## src/rtl/write_sched_pkg.sv

```systemverilog
// Shared definitions for the vector data-memory write scheduler.
//   state_t  : controller states (IDLE, WRITE, DONE)
//   req_id_t : requester id (0 = execute-stage store unit, 1 = loader)
//   I_DEF/L_DEF/A_DEF : default items per vector, item width, address width
package write_sched_pkg;

    localparam int I_DEF = 20;
    localparam int L_DEF = 32;
    localparam int A_DEF = 10;

    typedef enum logic [1:0] {
        IDLE  = 2'd0,
        WRITE = 2'd1,
        DONE  = 2'd2
    } state_t;

    typedef logic req_id_t;

endpackage

```

## src/rtl/rr_arbiter2.sv

```systemverilog
// Two-way round-robin arbiter, purely combinational.
//   req   : request bits from the two requesters
//   prio  : requester that wins when both request at once
//   grant : one-hot grant, or zero when nobody requests
// The priority pointer itself is owned and updated by the caller.
module rr_arbiter2 (
    input  logic [1:0] req,
    input  logic       prio,
    output logic [1:0] grant
);

    always_comb begin
        grant = 2'b00;
        case (req)
            2'b01:   grant = 2'b01;
            2'b10:   grant = 2'b10;
            2'b11:   grant = prio ? 2'b10 : 2'b01;
            default: grant = 2'b00;
        endcase
    end

endmodule

```

## src/rtl/write_scheduler.sv

```systemverilog
// Arbitrates two requesters onto one memory write port and sequences
// scalar (one word) or vector (I consecutive words) stores.
//   clk, rst          : clock, synchronous active-high reset
//   req_valid/ready   : per-requester handshake; a request is taken in the
//                       cycle where valid and ready are both high. ready is
//                       only raised in IDLE, for at most one requester, and a
//                       requester must hold valid and operands until then.
//   req_op_type       : 1 = vector store, 0 = scalar store
//   req_base_address, req_vector_data, req_scalar_data : per-requester operands
//   mem_we/address/data : one write per WRITE cycle; address/data are 0 when idle
//   busy              : controller not in IDLE
//   done, done_id     : one-cycle completion pulse and the completed requester
//   state             : current controller state, for observation
module write_scheduler
    import write_sched_pkg::*;
#(
    parameter int I = I_DEF,
    parameter int L = L_DEF,
    parameter int A = A_DEF
) (
    input  logic                   clk,
    input  logic                   rst,
    input  logic [1:0]             req_valid,
    output logic [1:0]             req_ready,
    input  logic [1:0]             req_op_type,
    input  logic [1:0][A-1:0]      req_base_address,
    input  logic [1:0][I-1:0][L-1:0] req_vector_data,
    input  logic [1:0][L-1:0]      req_scalar_data,
    output logic                   mem_we,
    output logic [A-1:0]           mem_address,
    output logic [L-1:0]           mem_data,
    output logic                   busy,
    output logic                   done,
    output logic                   done_id,
    output state_t                 state
);

    localparam int IW = (I > 1) ? $clog2(I) : 1;
    localparam logic [IW-1:0] LAST = IW'(I - 1);

    state_t              state_q, state_d;
    logic [1:0]          grant;
    logic                prio_q;
    req_id_t             winner;
    req_id_t             id_q;
    logic                accept;

    logic                op_q;
    logic [A-1:0]        base_q;
    logic [I-1:0][L-1:0] vec_q;
    logic [L-1:0]        sc_q;
    logic [IW-1:0]       index_q;

    rr_arbiter2 u_arb (
        .req   (req_valid),
        .prio  (prio_q),
        .grant (grant)
    );

    assign winner = grant[1];

    // Ready is suppressed while reset is asserted so that reset always wins
    // over a same-cycle acceptance.
    always_comb begin
        req_ready = 2'b00;
        if (state_q == IDLE && !rst) begin
            req_ready = grant;
        end
    end

    assign accept = |(req_valid & req_ready);

    always_comb begin
        state_d = state_q;
        case (state_q)
            IDLE:    if (accept) state_d = WRITE;
            WRITE:   if (!op_q || index_q == LAST) state_d = DONE;
            DONE:    state_d = IDLE;
            default: state_d = IDLE;
        endcase
    end

    always_ff @(posedge clk) begin
        if (rst) begin
            state_q <= IDLE;
            prio_q  <= 1'b0;
            index_q <= '0;
            id_q    <= 1'b0;
            op_q    <= 1'b0;
            base_q  <= '0;
            vec_q   <= '0;
            sc_q    <= '0;
        end else begin
            state_q <= state_d;
            if (accept) begin
                op_q    <= req_op_type[winner];
                base_q  <= req_base_address[winner];
                vec_q   <= req_vector_data[winner];
                sc_q    <= req_scalar_data[winner];
                id_q    <= winner;
                index_q <= '0;
                prio_q  <= ~winner;
            end else if (state_q == WRITE && op_q && index_q != LAST) begin
                index_q <= index_q + 1'b1;
            end
        end
    end

    // Memory outputs decode only from registered state; the A-bit sum wraps
    // naturally past the top of the address space.
    always_comb begin
        mem_we      = (state_q == WRITE);
        mem_address = '0;
        mem_data    = '0;
        if (mem_we) begin
            mem_address = base_q + A'(index_q);
            mem_data    = op_q ? vec_q[index_q] : sc_q;
        end
    end

    assign busy    = (state_q != IDLE);
    assign done    = (state_q == DONE);
    assign done_id = done ? id_q : 1'b0;
    assign state   = state_q;

endmodule

```

## config.mk

```make
export PLATFORM = sky130hd
export DESIGN_NAME = write_scheduler
export DESIGN_NICKNAME = d
export VERILOG_FILES = /design/src/rtl/write_sched_pkg.sv /design/src/rtl/rr_arbiter2.sv /design/src/rtl/write_scheduler.sv
export SDC_FILE = /design/constraint.sdc
export NUM_CORES = 2
export LEC_CHECK = 0
export BUFFER_PORTS_ARGS = -buffer_cell sky130_fd_sc_hd__buf_2
export CORE_AREA = 4 4 546 548
export DETAILED_ROUTE_END_ITERATION = 10
export DIE_AREA = 0 0 550 552
export PLACE_DENSITY = 0.38
export SETUP_SLACK_MARGIN = 0.2
export SLEW_MARGIN = 20
export SYNTH_ARGS = -nofsm -noshare
export SYNTH_HDL_FRONTEND = slang
export SYNTH_SLANG_ARGS = --single-unit
```

## constraint.sdc

```tcl
create_clock -name clk -period 8.3 [get_ports clk]
set_input_delay 2.49 -clock clk [delete_from_list [all_inputs] [get_ports clk]]
set_output_delay 2.49 -clock clk [all_outputs]
set_load 0.05 [all_outputs]
```

==> reports/results.txt <==
The worst pin sits at a relative slew slack of 15.25%. At the worst endpoint, the required time is 5.81 ns. The half-perimeter wire length of the detailed placement result was 248.4 mm.

The tools report the total leakage power as 16.94 nW. At the end of the flow, the number of nets in the layout was 6305. The worst register-to-register path begins at state[1].

The run gives 4.62 ns as the reg-to-reg setup timing slack. In this design, the largest share of critical-path delay is due to compound AO/OA/AOI/OAI gates. Following the worst setup path forward leads to its endpoint at mem_data[10]. The full die area was 0.3036 mm2.

The chip width is 550 um, and the count of flip-flops with a built-in enable after synthesis is 0. The largest net degree at the start of global routing is 182, and the fraction of final layout cells sized beyond drive strength 1 is 34.46%. The tree built by TritonCTS fans out to 692 sinks.

After synthesis, the mean cell area works out to 8.781 um2. The worst register-to-register path has a depth of 9. After detailed routing, the number of remaining DRC violations is 0. Counting the buffers created by CTS gives 98. The clock tree synthesis step divided the H-tree into 3 levels. Setup violations remaining at the end of the flow were counted as 0. After the flow finishes, the layout carries non-filler instances totaling 9024. Between clock sinks in the finished design, the worst skew comes to 0.04984 ns.

Once the clock tree was built, the resizer swapped 0 gates to a different size. Post-synth net total: 5096. Cell taking the most area after synthesis: sky130_fd_sc_hd__dfxtp_1. After clock tree synthesis, the clock-pin slew on the worst setup and hold paths is 0.06 ns. For the worst-skew pair, the clock arrives at the later sink with an insertion delay of 0.82 ns.

The fmax is 0.1311 GHz. The tools report the data arrival time of the critical path as 5.14 ns. The buffer count from post-CTS setup fixing is 0. The slowest cell on the critical path is sky130_fd_sc_hd__o22ai_1. The first TritonRoute pass finished after 6 iterations. The post-detailed-route via-to-cell ratio is 4.153.

The launching instance or port of the critical path is index_q[0]. Period utilization: 91.88%. Summing over every cut layer, the via total after detailed routing is 37480. The synthesized design contains 692 register bits.

In this run, the number of DRC markers left after iteration 0 of detailed routing was 2958. Summing all placed instances gives a cell area of 0.04363 mm2. The cell at the root of the clock tree was sky130_fd_sc_hd__clkbuf_16. The tools report the endpoint kind of the worst setup timing path as an output port.

The maximum vdd ir drop is 156.3 uV, and the flip-flop and latch area is 0.01386 mm2. For the final weighted congestion of routability-driven global placement, the log shows 0.9440. In the post-synthesis netlist, the biggest area contributors are sky130_fd_sc_hd__dfxtp_1 42%, sky130_fd_sc_hd__a22oi_1 16%, sky130_fd_sc_hd__a21oi_1 9.9%. The run finished with clean final reports. Dividing the detail-routed wire length by the instance count gives 32.94 um.

The final number of hold-violating endpoints was 0; the number of hold-repair buffers added at the cts stage was 0. The sequential share of the synthesized area is 42.42%. At the pin with the least slew margin, the transition time is 1.271 ns. Prevailing post-synth register cell: sky130_fd_sc_hd__dfxtp_1. For the final cell area excluding filler cells, the log shows 0.04708 mm2.

The run gives 11.14% as the starting utilization of the core area. The total overflow left after global routing is 0. For the post-synthesis instance area, the log shows 0.03266 mm2.

After synthesis, the largest area contributor takes up 42.42% of total cell area. For this run, the number of Yosys warnings is 0. I/O pin count: 1420. The worst hold path belongs to the class flip-flop to flip-flop. The number of placed instances, taps included, is 8747. The count of buffers added on input and output ports is 1419.

Final antenna-violating net count: 0. Setup repair after global routing left no endpoint under its margin. The vertical die dimension came out at 552 um. Counting buffers and inverters, the worst setup path is 6 cells deep. TritonCTS built the clock tree.

The critical path class was flip-flop to output port. The tools report the type of origin of the critical path as a flip-flop. The worst register-to-register path ends at vec_q[595]. The number of placement rows was 199.

The first global-routing pass estimated 371.2 mm of wire. The tools report the number of antenna violations at the first check in global routing as 438. Synthesis produced 3719 cells.

The longest clock path from root to sink contains 4 buffers. The area growth from synthesis to layout is 44.16%. The routed design has 297.2 mm of wire. The power per unit of standard cell area came out at 207.4 mW/mm2. Across the run, the number of max-cap violations was 0.

The number of global-route vias before repair is 36090, and the total negative slack for setup checks is 0 ns. The floorplan step defined a core boundary enclosing 0.2931 mm2. In the global route stage, overall resource usage came out at 18.57%. The run gives 0 as the count of final max-slew check failures. The total buffers and inverters traversed by the critical path is 1, and the number of distinct library cells after synthesis is 49.

The total power was 0.009764 W; the clock period minus final worst setup slack was 7.626 ns. For the footprint of the multi-input gates, the log shows 0.01699 mm2. Fill cells in the final layout number 33420.

The share of synthesized registers carrying an async set or reset is 0%. Traced cell by cell, the critical path runs through nor2b_1, nand3_2, o22ai_1, a211oi_1, o21ai_0, buf_2. The largest single stage delay on the critical path is 1.17 ns. Along the worst path, the maximum fanout reaches 32.
metrics by stage:
stage / hold WS, ns / setup WS, ns / utilization (%)
after CTS: 0.4527 / 0.3491 / 15.97
after floorplan: 0.4331 / 2.351 / -
final: 0.4488 / 0.6736 / 16.06
after detailed placement: 0.4449 / 1.299 / 14.89
after global routing: 0.4662 / 0.4732 / 16.00
after global placement: 0.4386 / 1.328 / 14.83
area by class of cell:
| class | instances | share of cell area [%] |
|---|---|---|
| diodes | 108 | 0.5741 |
| clock buffers | 135 | 5.932 |
| clock inverters | 34 | 0.8186 |
| inverters | 8 | 0.09568 |
| multi-input cells | 2642 | 36.08 |
| flip-flops and latches | 692 | 29.45 |
| well taps | 3919 | 10.42 |
| repair buffers | 1486 | 16.63 |
Yosys cell counts, drive strengths merged (2+ instances only):
| master | n |
|---|---|
| a31oi | 2 |
| a221oi | 4 |
| clkbuf | 100 |
| inv | 8 |
| nor3b | 3 |
| a21oi | 646 |
| nor2b | 7 |
| o2111ai | 2 |
| a211oi | 73 |
| and2 | 4 |
| nand3 | 6 |
| o22ai | 64 |
| mux2i | 266 |
| nand2b | 19 |
| buf | 277 |
| xor2 | 6 |
| nand2 | 650 |
| mux4 | 48 |
| dfxtp | 692 |
| a22oi | 691 |
| nor2 | 55 |
| nor3 | 10 |
| o21ai | 38 |
| nand4 | 3 |
| a32oi | 27 |
| ha | 6 |
report_power, final:
part	switching [W]	leakage [nW]	internal, W
clock network	0.00177	1.56	0.00253
registers	0.000207	5.67	0.00360
logic	0.00104	9.72	0.000617
total	0.00301	16.9	0.00675
sequential cells by signal, summed over array words and instances (netlist names):
register / cells
base_q: 10
op_q: 1
prio_q: 1
id_q: 1
index_q: 5
sc_q: 32
state: 2
vec_q: 640
per-layer routing:
layer	part of all wire, %	up-vias	track usage [%]
li1	-	16420	-
met1	38	17820	21.01
met2	47	2174	31.67
met3	11	834	7.830
met4	3.9	234	5.377
met5	0.51	-	0
layout by cell type, fill, tap and decap left out, types with 6 or more instances in the layout:
cell and count:
sky130_fd_sc_hd__buf_4 46, sky130_fd_sc_hd__clkbuf_8 18, sky130_fd_sc_hd__o22ai_1 54, sky130_fd_sc_hd__buf_12 15
sky130_fd_sc_hd__nand2b_1 19, sky130_fd_sc_hd__inv_1 6, sky130_fd_sc_hd__buf_2 1420, sky130_fd_sc_hd__clkbuf_16 99
sky130_fd_sc_hd__mux2i_1 266, sky130_fd_sc_hd__a32oi_1 27, sky130_fd_sc_hd__a21oi_1 645, sky130_fd_sc_hd__dfxtp_1 689
sky130_fd_sc_hd__diode_2 108, sky130_fd_sc_hd__clkbuf_1 18, sky130_fd_sc_hd__ha_1 6, sky130_fd_sc_hd__mux4_2 48
sky130_fd_sc_hd__nor3_1 8, sky130_fd_sc_hd__nor2_1 50, sky130_fd_sc_hd__xor2_1 6, sky130_fd_sc_hd__clkinv_2 13
sky130_fd_sc_hd__nand2_1 646, sky130_fd_sc_hd__o22ai_2 10, sky130_fd_sc_hd__a22oi_1 691, sky130_fd_sc_hd__o21ai_0 35
sky130_fd_sc_hd__a211oi_1 73, sky130_fd_sc_hd__bufinv_16 6
worst min-delay path, delay by kind of cell (launching register included):
kind / cells / cell delay [ns]
AOI/OAI and AO/OA: 1 / 0.05
DFF: 1 / 0.30
and+or+nand+nor: 1 / 0.05
worst min path at each step:
| stage | start | to | slack, ns | cells after the start |
|---|---|---|---|---|
| 3_5_place_dp | vec_q[593] | vec_q[593] | 0.44 | 2 |
| 4_1_cts | vec_q[593] | vec_q[593] | 0.45 | 2 |
| 3_3_place_gp | vec_q[542] | vec_q[542] | 0.44 | 2 |
| 5_1_grt | vec_q[145] | vec_q[145] | 0.47 | 2 |
| 2_1_floorplan | vec_q[118] | vec_q[118] | 0.43 | 2 |
| 6_report | vec_q[622] | vec_q[622] | 0.45 | 2 |
cells by family after synthesis:
logic type                 Yosys count  share of synthesized area [%]
xor gates and xnor gates             7                         0.1877
muxes                              314                          11.46
adders and majority gates            7                         0.2912
AOI/OAI and AO/OA                 1552                          30.32
buffers and inverters              385                          6.050
DFF                                692                          42.42
and+or+nand+nor                    762                          9.264
Note: power is estimated with default switching activity, not from simulation.
